**config.mk**
```make
export PLATFORM = sky130hd
export DESIGN_NAME = id_ex_stage_flat
export DESIGN_NICKNAME = d
export VERILOG_FILES = /design/src/rtl/id_ex_if.sv /design/src/rtl/id_ex_stage.sv /design/src/flat_wrapper.sv
export SDC_FILE = /design/constraint.sdc
export NUM_CORES = 1
export LEC_CHECK = 0
export ABC_AREA = 1
export BUFFER_PORTS_ARGS = -buffer_cell sky130_fd_sc_hd__buf_2
export CAP_MARGIN = 25
export CORE_MARGIN = 1
export CORE_UTILIZATION = 45
export CTS_BUF_LIST = sky130_fd_sc_hd__clkbuf_4 sky130_fd_sc_hd__clkbuf_8
export DETAILED_ROUTE_END_ITERATION = 10
export PLACE_DENSITY = 0.88
export SETUP_SLACK_MARGIN = 0.05
export SLEW_MARGIN = 20
export SYNTH_ARGS = -nofsm -noshare
export SYNTH_HDL_FRONTEND = slang
export SYNTH_SLANG_ARGS = --single-unit
```
**constraint.sdc**
```tcl
create_clock -name clk -period 1.85 [get_ports clk]
set_clock_uncertainty 0.05 [all_clocks]
set_input_delay 0.37 -clock clk [delete_from_list [all_inputs] [get_ports clk]]
set_output_delay 0.37 -clock clk [all_outputs]
set_load 0.05 [all_outputs]
```
**src/rtl/id_ex_if.sv**
```systemverilog
// ID/EX pipeline-register bundle: decoded ID fields in, registered EX fields plus the stall flag out.
interface id_ex_if;
  logic        id_valid;
  logic [4:0]  id_rs, id_rt, id_rd;
  logic [31:0] id_rs_data, id_rt_data, id_imm;
  logic [8:0]  id_ctrl;
  logic        id_uses_rt;
  logic        flush;
  logic        stall;
  logic [4:0]  ie_rs, ie_rt, ie_rd;
  logic [31:0] ie_rs_data, ie_rt_data, ie_imm;
  logic [8:0]  ie_ctrl;
  logic        ie_valid;
  logic        ie_init;

  modport master (
    output id_valid, id_rs, id_rt, id_rd, id_rs_data, id_rt_data, id_imm,
           id_ctrl, id_uses_rt, flush,
    input  stall, ie_rs, ie_rt, ie_rd, ie_rs_data, ie_rt_data, ie_imm,
           ie_ctrl, ie_valid, ie_init
  );

  modport slave (
    input  id_valid, id_rs, id_rt, id_rd, id_rs_data, id_rt_data, id_imm,
           id_ctrl, id_uses_rt, flush,
    output stall, ie_rs, ie_rt, ie_rd, ie_rs_data, ie_rt_data, ie_imm,
           ie_ctrl, ie_valid, ie_init
  );
endinterface

```
**src/rtl/id_ex_stage.sv**
```systemverilog
// ID/EX pipeline register with load-use hazard detection and bubble insertion.
// Optional stall counter output enabled by defining ID_EX_STALL_CNT_EN.
module id_ex_stage (
  input  logic        clk,
  input  logic        rst_n,
  id_ex_if.slave      bus
`ifdef ID_EX_STALL_CNT_EN
  ,
  output logic [15:0] stall_cnt
`endif
);
  // ctrl layout: {RegWrite, MemRead, MemWrite, MemtoReg, ALUSrc, RegDst, ALUOp[2:0]}
  localparam int MEM_READ = 7;

  typedef struct packed {
    logic        valid;
    logic [8:0]  ctrl;
    logic [4:0]  rs, rt, rd;
    logic [31:0] rsData, rtData, imm;
  } exReg_t;

  exReg_t exQ, exD;
  logic   initQ;
  logic   rsHit, rtHit, hazard, bubble;

  // $0 never hazards, and a taken branch kills the consumer so no stall is needed
  assign rsHit  = (exQ.rt == bus.id_rs);
  assign rtHit  = bus.id_uses_rt & (exQ.rt == bus.id_rt);
  assign hazard = bus.id_valid & exQ.ctrl[MEM_READ] & (exQ.rt != 5'd0)
                & (rsHit | rtHit) & ~bus.flush;
  assign bubble = bus.flush | hazard;

  always_comb begin
    exD = '0;
    if (!bubble) begin
      exD.valid  = bus.id_valid;
      exD.ctrl   = bus.id_valid ? bus.id_ctrl : 9'd0;
      exD.rs     = bus.id_rs;
      exD.rt     = bus.id_rt;
      exD.rd     = bus.id_rd;
      exD.rsData = bus.id_rs_data;
      exD.rtData = bus.id_rt_data;
      exD.imm    = bus.id_imm;
    end
  end

  always_ff @(posedge clk or negedge rst_n) begin
    if (!rst_n) begin
      exQ   <= '0;
      initQ <= 1'b1;
    end else begin
      exQ <= exD;
      if (!bubble && bus.id_valid) initQ <= 1'b0;
    end
  end

`ifdef ID_EX_STALL_CNT_EN
  always_ff @(posedge clk or negedge rst_n) begin
    if (!rst_n)                              stall_cnt <= 16'd0;
    else if (hazard && stall_cnt != 16'hFFFF) stall_cnt <= stall_cnt + 16'd1;
  end
`endif

  assign bus.stall      = hazard;
  assign bus.ie_valid   = exQ.valid;
  assign bus.ie_ctrl    = exQ.ctrl;
  assign bus.ie_rs      = exQ.rs;
  assign bus.ie_rt      = exQ.rt;
  assign bus.ie_rd      = exQ.rd;
  assign bus.ie_rs_data = exQ.rsData;
  assign bus.ie_rt_data = exQ.rtData;
  assign bus.ie_imm     = exQ.imm;
  assign bus.ie_init    = initQ;
endmodule

```
**src/flat_wrapper.sv**
```systemverilog
// flat-port wrapper written by rule: the top's interface ports become plain ports
module id_ex_stage_flat 
  (clk, rst_n, bus_id_valid, bus_id_rs, bus_id_rt, bus_id_rd, bus_id_rs_data, bus_id_rt_data, bus_id_imm, bus_id_ctrl, bus_id_uses_rt, bus_flush, bus_stall, bus_ie_rs, bus_ie_rt, bus_ie_rd, bus_ie_rs_data, bus_ie_rt_data, bus_ie_imm, bus_ie_ctrl, bus_ie_valid, bus_ie_init);
  id_ex_if bus_i ();
  input  logic clk;
  input  logic rst_n;
  input wire logic [$bits(bus_i.id_valid)-1:0] bus_id_valid;
  input wire logic [$bits(bus_i.id_rs)-1:0] bus_id_rs;
  input wire logic [$bits(bus_i.id_rt)-1:0] bus_id_rt;
  input wire logic [$bits(bus_i.id_rd)-1:0] bus_id_rd;
  input wire logic [$bits(bus_i.id_rs_data)-1:0] bus_id_rs_data;
  input wire logic [$bits(bus_i.id_rt_data)-1:0] bus_id_rt_data;
  input wire logic [$bits(bus_i.id_imm)-1:0] bus_id_imm;
  input wire logic [$bits(bus_i.id_ctrl)-1:0] bus_id_ctrl;
  input wire logic [$bits(bus_i.id_uses_rt)-1:0] bus_id_uses_rt;
  input wire logic [$bits(bus_i.flush)-1:0] bus_flush;
  output wire logic [$bits(bus_i.stall)-1:0] bus_stall;
  output wire logic [$bits(bus_i.ie_rs)-1:0] bus_ie_rs;
  output wire logic [$bits(bus_i.ie_rt)-1:0] bus_ie_rt;
  output wire logic [$bits(bus_i.ie_rd)-1:0] bus_ie_rd;
  output wire logic [$bits(bus_i.ie_rs_data)-1:0] bus_ie_rs_data;
  output wire logic [$bits(bus_i.ie_rt_data)-1:0] bus_ie_rt_data;
  output wire logic [$bits(bus_i.ie_imm)-1:0] bus_ie_imm;
  output wire logic [$bits(bus_i.ie_ctrl)-1:0] bus_ie_ctrl;
  output wire logic [$bits(bus_i.ie_valid)-1:0] bus_ie_valid;
  output wire logic [$bits(bus_i.ie_init)-1:0] bus_ie_init;
  assign bus_i.id_valid = bus_id_valid;
  assign bus_i.id_rs = bus_id_rs;
  assign bus_i.id_rt = bus_id_rt;
  assign bus_i.id_rd = bus_id_rd;
  assign bus_i.id_rs_data = bus_id_rs_data;
  assign bus_i.id_rt_data = bus_id_rt_data;
  assign bus_i.id_imm = bus_id_imm;
  assign bus_i.id_ctrl = bus_id_ctrl;
  assign bus_i.id_uses_rt = bus_id_uses_rt;
  assign bus_i.flush = bus_flush;
  assign bus_stall = bus_i.stall;
  assign bus_ie_rs = bus_i.ie_rs;
  assign bus_ie_rt = bus_i.ie_rt;
  assign bus_ie_rd = bus_i.ie_rd;
  assign bus_ie_rs_data = bus_i.ie_rs_data;
  assign bus_ie_rt_data = bus_i.ie_rt_data;
  assign bus_ie_imm = bus_i.ie_imm;
  assign bus_ie_ctrl = bus_i.ie_ctrl;
  assign bus_ie_valid = bus_i.ie_valid;
  assign bus_ie_init = bus_i.ie_init;
  id_ex_stage u_core (.clk(clk), .rst_n(rst_n), .bus(bus_i));
endmodule
```
After elaboration in Yosys (flattened, before gate mapping)
Cells that the tools add are included.
{ "totals": {"regBits": 122, "latch_bits": 0, "ramBits": 0, "romBits": 0, "memories": 0} }
{ "classes": {"addsub": 0, "mul": 0, "n_div": 0, "n_lt_le_gt_ge": 0, "n_eq_ne": 2, "n_shift": 0, "muxes": 2, "bitwise_logic": 8, "reduce_logical": 3} }
{ "op_table": {"columns": ["op", "count"], "rows": [
  ["2-to-1 mux 121 bit", 1],
  ["== test 5 bit", 2],
  ["2-to-1 mux 9 bit", 1],
  ["AND 1 bit", 5],
  ["nonzero test 5 bit", 1],
  ["OR 1 bit", 2],
  ["logical AND 1 bit", 1],
  ["zero test 1 bit", 1],
  ["inverter 1 bit", 1]
]} }

Logic depth before layout (Yosys ltp)
Gate-level depths: netlist of run 1.
{ "depth": {"depth_word": 8, "depth_mapped": 11} }

Worst setup path after synthesis of run 1
Ideal clock, no wire load.
{ "synth_timing": {"path_kind": "register -> output", "from": "register u_core.exQ, in the netlist u_core.bus.ie_rt[1]", "to": "output port bus_stall", "arrival_time_ps": 1809, "required_time_ps": 1430, "setup_slack_ps": -379, "stages_incl_launch_ff": 9, "n_path_buf": 0, "cell_sequence": "dfrtp_1 -> inv_1 -> nand2_1 -> nand2_1 -> nor2_1 -> nand3_1 -> nand2_1 -> nand2_1 -> nor2_1"} }
{ "synth_via": {"elab_chain_cells": 5, "elab_cells_between_ends": 8} }
{ "synth_rtl": {"columns": ["element", "line_no", "rtl"], "rows": [
  ["start, declared", "id_ex_stage.sv:22", "exReg_t exQ, exD;"],
  ["start signal, assigned", "id_ex_stage.sv:49", "exQ <= '0;"],
  ["start signal, assigned", "id_ex_stage.sv:52", "exQ <= exD;"],
  ["== test 5 bit", "id_ex_stage.sv:28", "assign rtHit = bus.id_uses_rt & (exQ.rt == bus.id_rt);"],
  ["AND 1 bit", "id_ex_stage.sv:28", null],
  ["OR 1 bit", "id_ex_stage.sv:30", "& (rsHit | rtHit) & ~bus.flush;"],
  ["AND 1 bit * (2 in series)", "id_ex_stage.sv:30", null],
  ["end, declared", "flat_wrapper.sv:17", "output wire logic [$bits(bus_i.stall)-1:0] bus_stall;"]
]} }
Every way passes the cells marked *; elsewhere a longest branch is shown, timed or not.

Final worst setup path of run 1
{ "layout_timing": {"from": "register u_core.exQ, in the netlist u_core.bus.ie_rt[0]", "to": "output port bus_stall"} }
The elaborated chain is that of the path after synthesis.

==> impl_results.md, run 1 <==
- Most frequently used flop master after synthesis: dfrtp_1
- Mean Syn Cell Area: 9.937 sq um
- Measured slew at the worst slew-check pin: 0.3851 ns
- Crit path capture type: output port
- Mapped Area: 0.004263 sq mm
- Detailed Route WL: 11310 um
- Root Driver: clkbuf_8
- Final setup viols: 1
- FMAX: 491.0 MHz
- Largest net degree at the start of global routing: 59
- Ys Warns: 0
- Rel. slew slack: 74.30%
- Area growth syn-to-layout: 48.31%
- Clk Latency, worst-skew pair: 0.41 ns
- Worst path arrival time: 1.62 ns
- Hold EP: u_core.bus.ie_rs_data[12]$_DFF_PN0_
- Sink Count: 122
- Total GRT Usage: 20.75%
- Fin crit period: 2.037 ns
- Final Wtd Congestion: 0.9452
- P per Cell Area: 984.8 mW/mm^2
- DIE AREA: 0.009866 sq mm
- DRT iter0 DRCs: 77
- Final nets: 827
- WL per Instance: 13.70 um
- Max layer used: met4
- Layout cell share with drive strength beyond 1: 44.62%
- CP max FO: 6
- Hold Path Class: primary input to flop
- Max VDD drop: 0.5012 mV
- Clock buffer count from CTS: 17
- Layout Utilization: 68.75%
- Kind of start point of the critical path: flop
- Hold path startpoint: bus_id_rs_data[12]
- Final Hold Fails: 0
- Worst Reg-to-Reg Cells: 10
- Final Max Slew Viols: 0
- Synth cell types: 12
- Reg2reg end: u_core.bus.ie_rt_data[2]$_DFF_PN0_
- Top-area cell type share of the netlist area: 71.03%
- Met2 Wirelength: 6153 um
- EDFF count, synth: 0
- Seq/Total Area, Yosys: 71.65%
- IO buf count: 247
- Placed Cells incl. Taps: 780
- Max Cap Viol: 0
- Synth area leader: dfrtp_1
- First-pass detailed-route iteration total: 4
- Die Width: 99.33 um
- Required @ worst endpoint: 1.43 ns
- Synthesized net count: 554
- Via count: 3611
- HPWL Detailed: 7638 um
- Final setup margin: -0.1866 ns
- Failing checks: negative setup slack
- Register bit total from synthesis: 122
- P_leak: 0.004019 uW
- Global-route wire length before repair: 15710 um
- CTS tree: yes
- CTS clock-pin slew for the worst setup and hold paths: 0.08 ns
- Top post-synthesis cells by count: nor2_1, dfrtp_1, inv_1
- H-tree Lvls: 4
- I/O pins: 248
- Leading post-synthesis cells by cell area: dfrtp_1, nor2_1, inv_1, nand2_1, buf_4
- Core Area: 0.009196 sq mm
- Cell with the most instances after synthesis: nor2_1
- Antenna diodes: 0
- Metal3 WL: 641 um
- Vias in the first global route: 3563
- Die height: 99.33 um
- Tcrit/Tclk final: 110.1%
- Initial Utilization: 46.35%
- CTS max path bufs: 2
- DRC viols: 0
- Worst hold path cell count: 3
- WL met1: 4177 um
- RSZ-0062 raised after global routing: yes
- R2r startpoint: u_core.bus.ie_rt[4]$_DFF_PN0_
- Synthesized instance count: 429
- DRT antenna net count: 0
- GRT overflow: 0
- DR vias/cell: 4.372
- Asr flop ratio synth: 100.0%
- Site Rows: 35
- Crit path kind: flop to output port
- Status: finished with violations
- Initial antenna violation count: 0
- Reg2reg setup slack: 0.10 ns
- Non-Filler Instances: 826
-- stage by stage --
| step | TNS (ns) | setup WS [ns] | area, sq um | total power, uW | hold WS [ns] |
|---|---|---|---|---|---|
| 3_3_place_gp | 0 | 0.07031 | 5680 | 3921 | 0.1755 |
| 2_1_floorplan | 0 | 0.1286 | 4277 | 3562 | 0.02441 |
| 6_report | -0.1866 | -0.1866 | 6322 | 6226 | 0.1011 |
| 3_5_place_dp | 0 | 0.01575 | 5680 | 3950 | 0.1790 |
| 5_1_grt | -0.4029 | -0.2954 | 6322 | 6470 | 0.07821 |
| 4_1_cts | -0.2066 | -0.2066 | 6090 | 6207 | 0.08512 |
-- critical path, cell delays in order, from the launching register on --
cell     delay, ns
dfrtp_2       0.46
nand2_1       0.08
nand2_1       0.05
nor2_1        0.11
nand3_1       0.10
nand2_2       0.10
nand2_4       0.07
nor2_4        0.08
buf_6         0.16
-- worst max path at each step --
| stage | startpoint | endpoint | depth (start not counted) |
|---|---|---|---|
| finish | u_core.bus.ie_rt[0]$_DFF_PN0_ | bus_stall | 8 |
| global placement | bus_id_rt[4] | bus_stall | 10 |
| floorplan | u_core.bus.ie_rt[1]$_DFF_PN0_ | bus_stall | 8 |
| detailed placement | bus_id_rs[0] | bus_stall | 10 |
| CTS | u_core.bus.ie_rt[0]$_DFF_PN0_ | bus_stall | 8 |
| global route | u_core.bus.ie_rt[1]$_DFF_PN0_ | bus_stall | 9 |
-- registers in the layout (all words and copies together), names as in the netlist --
register	flops
u_core.bus.ie_rs	5
u_core.bus.ie_init	1
u_core.bus.ie_rt	5
u_core.bus.ie_rs_data	32
u_core.bus.ie_valid	1
u_core.bus.ie_ctrl	9
u_core.bus.ie_imm	32
u_core.bus.ie_rd	5
u_core.bus.ie_rt_data	32
-- logic make-up after synthesis --
group                     count (synthesis)  share of synthesized area (%)
buffers and inverters                   134                          12.83
DFF                                     122                          71.65
and+or+nand+nor                         172                          15.32
xor gates and xnor gates                  1                         0.2055
-- cell type report --
type | count | area (sq um)
multi-input combinational | 175 | 730.7
clock inverter | 14 | 135.1
inverter | 120 | 450.4
timing repair buffer | 266 | 1559
tap | 111 | 138.9
sequential | 122 | 3060
clock buffer | 18 | 247.7
fill | 681 | 2874
-- routing by layer --
| metal | vias to the layer above | track usage, % |
|---|---|---|
| met4 | 0 | 11.20 |
| li1 | 1728 | - |
| met3 | 34 | 6.184 |
| met5 | - | 0 |
| met2 | 173 | 36.70 |
| met1 | 1676 | 22.37 |
-- where the power goes --
part           internal, uW  leakage [uW]  switching, uW  total [uW]
Combinational           314       0.00227            810        1120
Sequential             2800       0.00157           39.5        2840
Clock                  1120      0.000183           1140        2260
-- what timing repair did --
action,4_1_cts,5_1_grt
gates cloned,0,10
buffers inserted,1,2
hold buffers,1,0
hold endpoints to repair,11,0
pin swaps,4,9
endpoints found under the setup margin,1,113
resized for setup,3,10
-- placed cells by master (no fill, tap or decap), drive strengths merged --
cell type    synthesis  layout
dfrtp              121     121
clkinv               0       3
clkbuf               1      23
nand3                4       4
dfstp                1       1
inv                120     126
buf                 13     260
nor2               128     128
nand2               39      41
bufinv               0       1
nand4                1       1
xnor2                1       1
dlygate4sd3          0       1
clkinvlp             0       4
(Power assumes the default switching activity.)
==> run 2: changes to the inputs <==
==> constraint.sdc (replaced) <==
create_clock -name clk -period 1.85 [get_ports clk]
set_clock_uncertainty 0.05 [all_clocks]
set_input_delay 0.2775 -clock clk [delete_from_list [all_inputs] [get_ports clk]]
set_output_delay 0.2775 -clock clk [all_outputs]
set_load 0.05 [all_outputs]
==> run 2 against run 1 <==
  * The run still ends with negative setup slack left
  * Setup slack improved by 0.090 ns
  * Die area unchanged
  * Critical path type unchanged
  * Clock power barely moved
  * Critical endpoint unchanged
  * Global-route usage decreased by 0.24 points
  * Non-clock buffer count is 4 lower
  * Routed wire length is 6.1% lower
  * Design area shrank 1.8%
  * Via count decreased by 1.5%
  * Critical path depth is the same
  * Combinational power decreased by 4%
  * Total power fell by 0.52%
==> impl_results.md, run 2 (synthesis gave the netlist of run 1 again) <==
- CTS max path bufs: 2
- Antenna diodes: 0
- I/O pins: 248
- Area growth syn-to-layout: 45.61%
- CTS clock-pin slew for the worst setup and hold paths: 0.08 ns
- Global-route wire length before repair: 15640 um
- Die Width: 99.33 um
- Max Cap Viol: 0
- Commonest non-fill, non-tap cell in the layout: buf_2
- DRT antenna net count: 0
- Die height: 99.33 um
- Rel. slew slack: 68.78%
- Layout Utilization: 67.50%
- Crit-path slowest cell: dfrtp_2
- Initial antenna violation count: 0
- CTS tree: yes
- Commonest cells after routing, fill and taps aside: buf_2, nor2_1, dfrtp_1, inv_1, nand2_1
- GRT overflow: 0
- FMAX: 513.7 MHz
- Worst path arrival time: 1.62 ns
- First-pass detailed-route iteration total: 4
- Final nets: 821
- Via count: 3556
- Kind of start point of the critical path: flop
- Required @ worst endpoint: 1.52 ns
- P_leak: 0.003952 uW
- Fin crit period: 1.947 ns
- Fill cell count: 713
- DRC viols: 0
- Final Max Slew Viols: 0
- Final setup viols: 1
- Crit path kind: flop to output port
- Sink Count: 122
- Crit path capture type: output port
- Largest net degree at the start of global routing: 71
- Final Wtd Congestion: 0.8659
- Non-Filler Instances: 820
- Hold Path Class: primary input to flop
- Status: finished with violations
- Tcrit/Tclk final: 105.2%
- Vias in the first global route: 3492
- Initial Utilization: 46.35%
- CP peak stage delay: 0.45 ns
- Placed Cells incl. Taps: 777
- Core Area: 0.009196 sq mm
- H-tree Lvls: 4
- DRT iter0 DRCs: 98
- Total GRT Usage: 20.52%
- Placed cell area: 0.005639 sq mm
- Measured slew at the worst slew-check pin: 0.4683 ns
- WL per Instance: 12.95 um
- Layout cell share with drive strength beyond 1: 42.45%
- Root Driver: clkbuf_8
- Detailed Route WL: 10620 um
- CP max FO: 6
- Clock buffer count from CTS: 17
- DR vias/cell: 4.337
- Final setup margin: -0.09671 ns
- Design Area, Final: 0.006207 sq mm
- Crit path cell chain: nand2_2 -> nand2_1 -> nor2_1 -> nand3_1 -> nand2_1 -> nand2_2 -> nor2_4 -> buf_8
- RSZ-0062 raised after global routing: yes
- Max VDD drop: 0.7009 mV
- Site Rows: 35
- HPWL Detailed: 7605 um
- Reg2reg setup slack: 0.14 ns
- Clk Latency, worst-skew pair: 0.40 ns
- DIE AREA: 0.009866 sq mm
- Final Hold Fails: 0
- P per Cell Area: 997.9 mW/mm^2
- IO buf count: 247
- Failing checks: negative setup slack
-- run 2: metrics by stage --
step,setup WS (ns),setup TNS (ns),hold WS [ns],total power [uW]
floorplan,0.06171,0,-0.06809,3560
global placement,0.2428,0,0.2045,3912
detailed placement,0.1529,0,0.2105,3942
CTS,-0.09782,-0.09782,0.00008032,6232
global route,-0.1991,-0.1991,0.001408,6454
finish,-0.09671,-0.09671,0.02922,6194
-- run 2: final timing paths --
path,from,end,cells after the start
max,u_core.bus.ie_rt[0]$_DFF_PN0_,bus_stall,8
min,bus_id_imm[5],u_core.bus.ie_imm[5]$_DFF_PN0_,3
max reg2reg,u_core.bus.ie_rt[0]$_DFF_PN0_,u_core.bus.ie_rt[0]$_DFF_PN0_,10
min reg2reg,u_core.bus.ie_init$_DFFE_PN1P_,u_core.bus.ie_init$_DFFE_PN1P_,2
max in group asynchronous,rst_n,u_core.bus.ie_rs_data[27]$_DFF_PN0_,3
min in group asynchronous,rst_n,u_core.bus.ie_rt_data[28]$_DFF_PN0_,2
-- run 2: repair_timing --
| item | 4_1_cts | 5_1_grt |
|---|---|---|
| endpoints found under the setup margin | 1 | 72 |
| gates resized for setup | 5 | 8 |
| pin swaps | 4 | 0 |
| hold endpoints to repair | 36 | 5 |
| hold buffers | 3 | 5 |
| buffers inserted | 1 | 0 |
| gates cloned | 0 | 2 |
-- run 2: worst max-delay path, delay by kind of cell, from the launching register on --
kind | cells | cell delay, ns
AND/OR/NAND/NOR | 7 | 0.62
flip-flops | 1 | 0.45
buffers and inverters | 1 | 0.15
-- run 2: cell type report --
type | count | area [sq um] | area share [%]
Sequential cell | 122 | 3057 | 49.24
Timing Repair Buffer | 262 | 1474 | 23.75
Multi-Input combinational cell | 173 | 698.2 | 11.25
Inverter | 120 | 450.4 | 7.257
Clock buffer | 18 | 241.5 | 3.890
Clock inverter | 14 | 147.6 | 2.379
Tap cell | 111 | 138.9 | 2.237
-- run 2: metal layers --
metal,wire length [um],vias to the layer above,GRT usage (%)
li1,-,1711,-
met3,597,18,6.184
met1,4054,1674,21.49
met2,5767,153,38.62
met4,202,0,7.466
met5,0,-,0
-- run 2: where the power goes --
part           total, uW  internal (uW)  switching (uW)
sequential          2840           2800            41.4
clock               2270           1220            1050
combinational       1080            290             794
total               6190           4310            1890
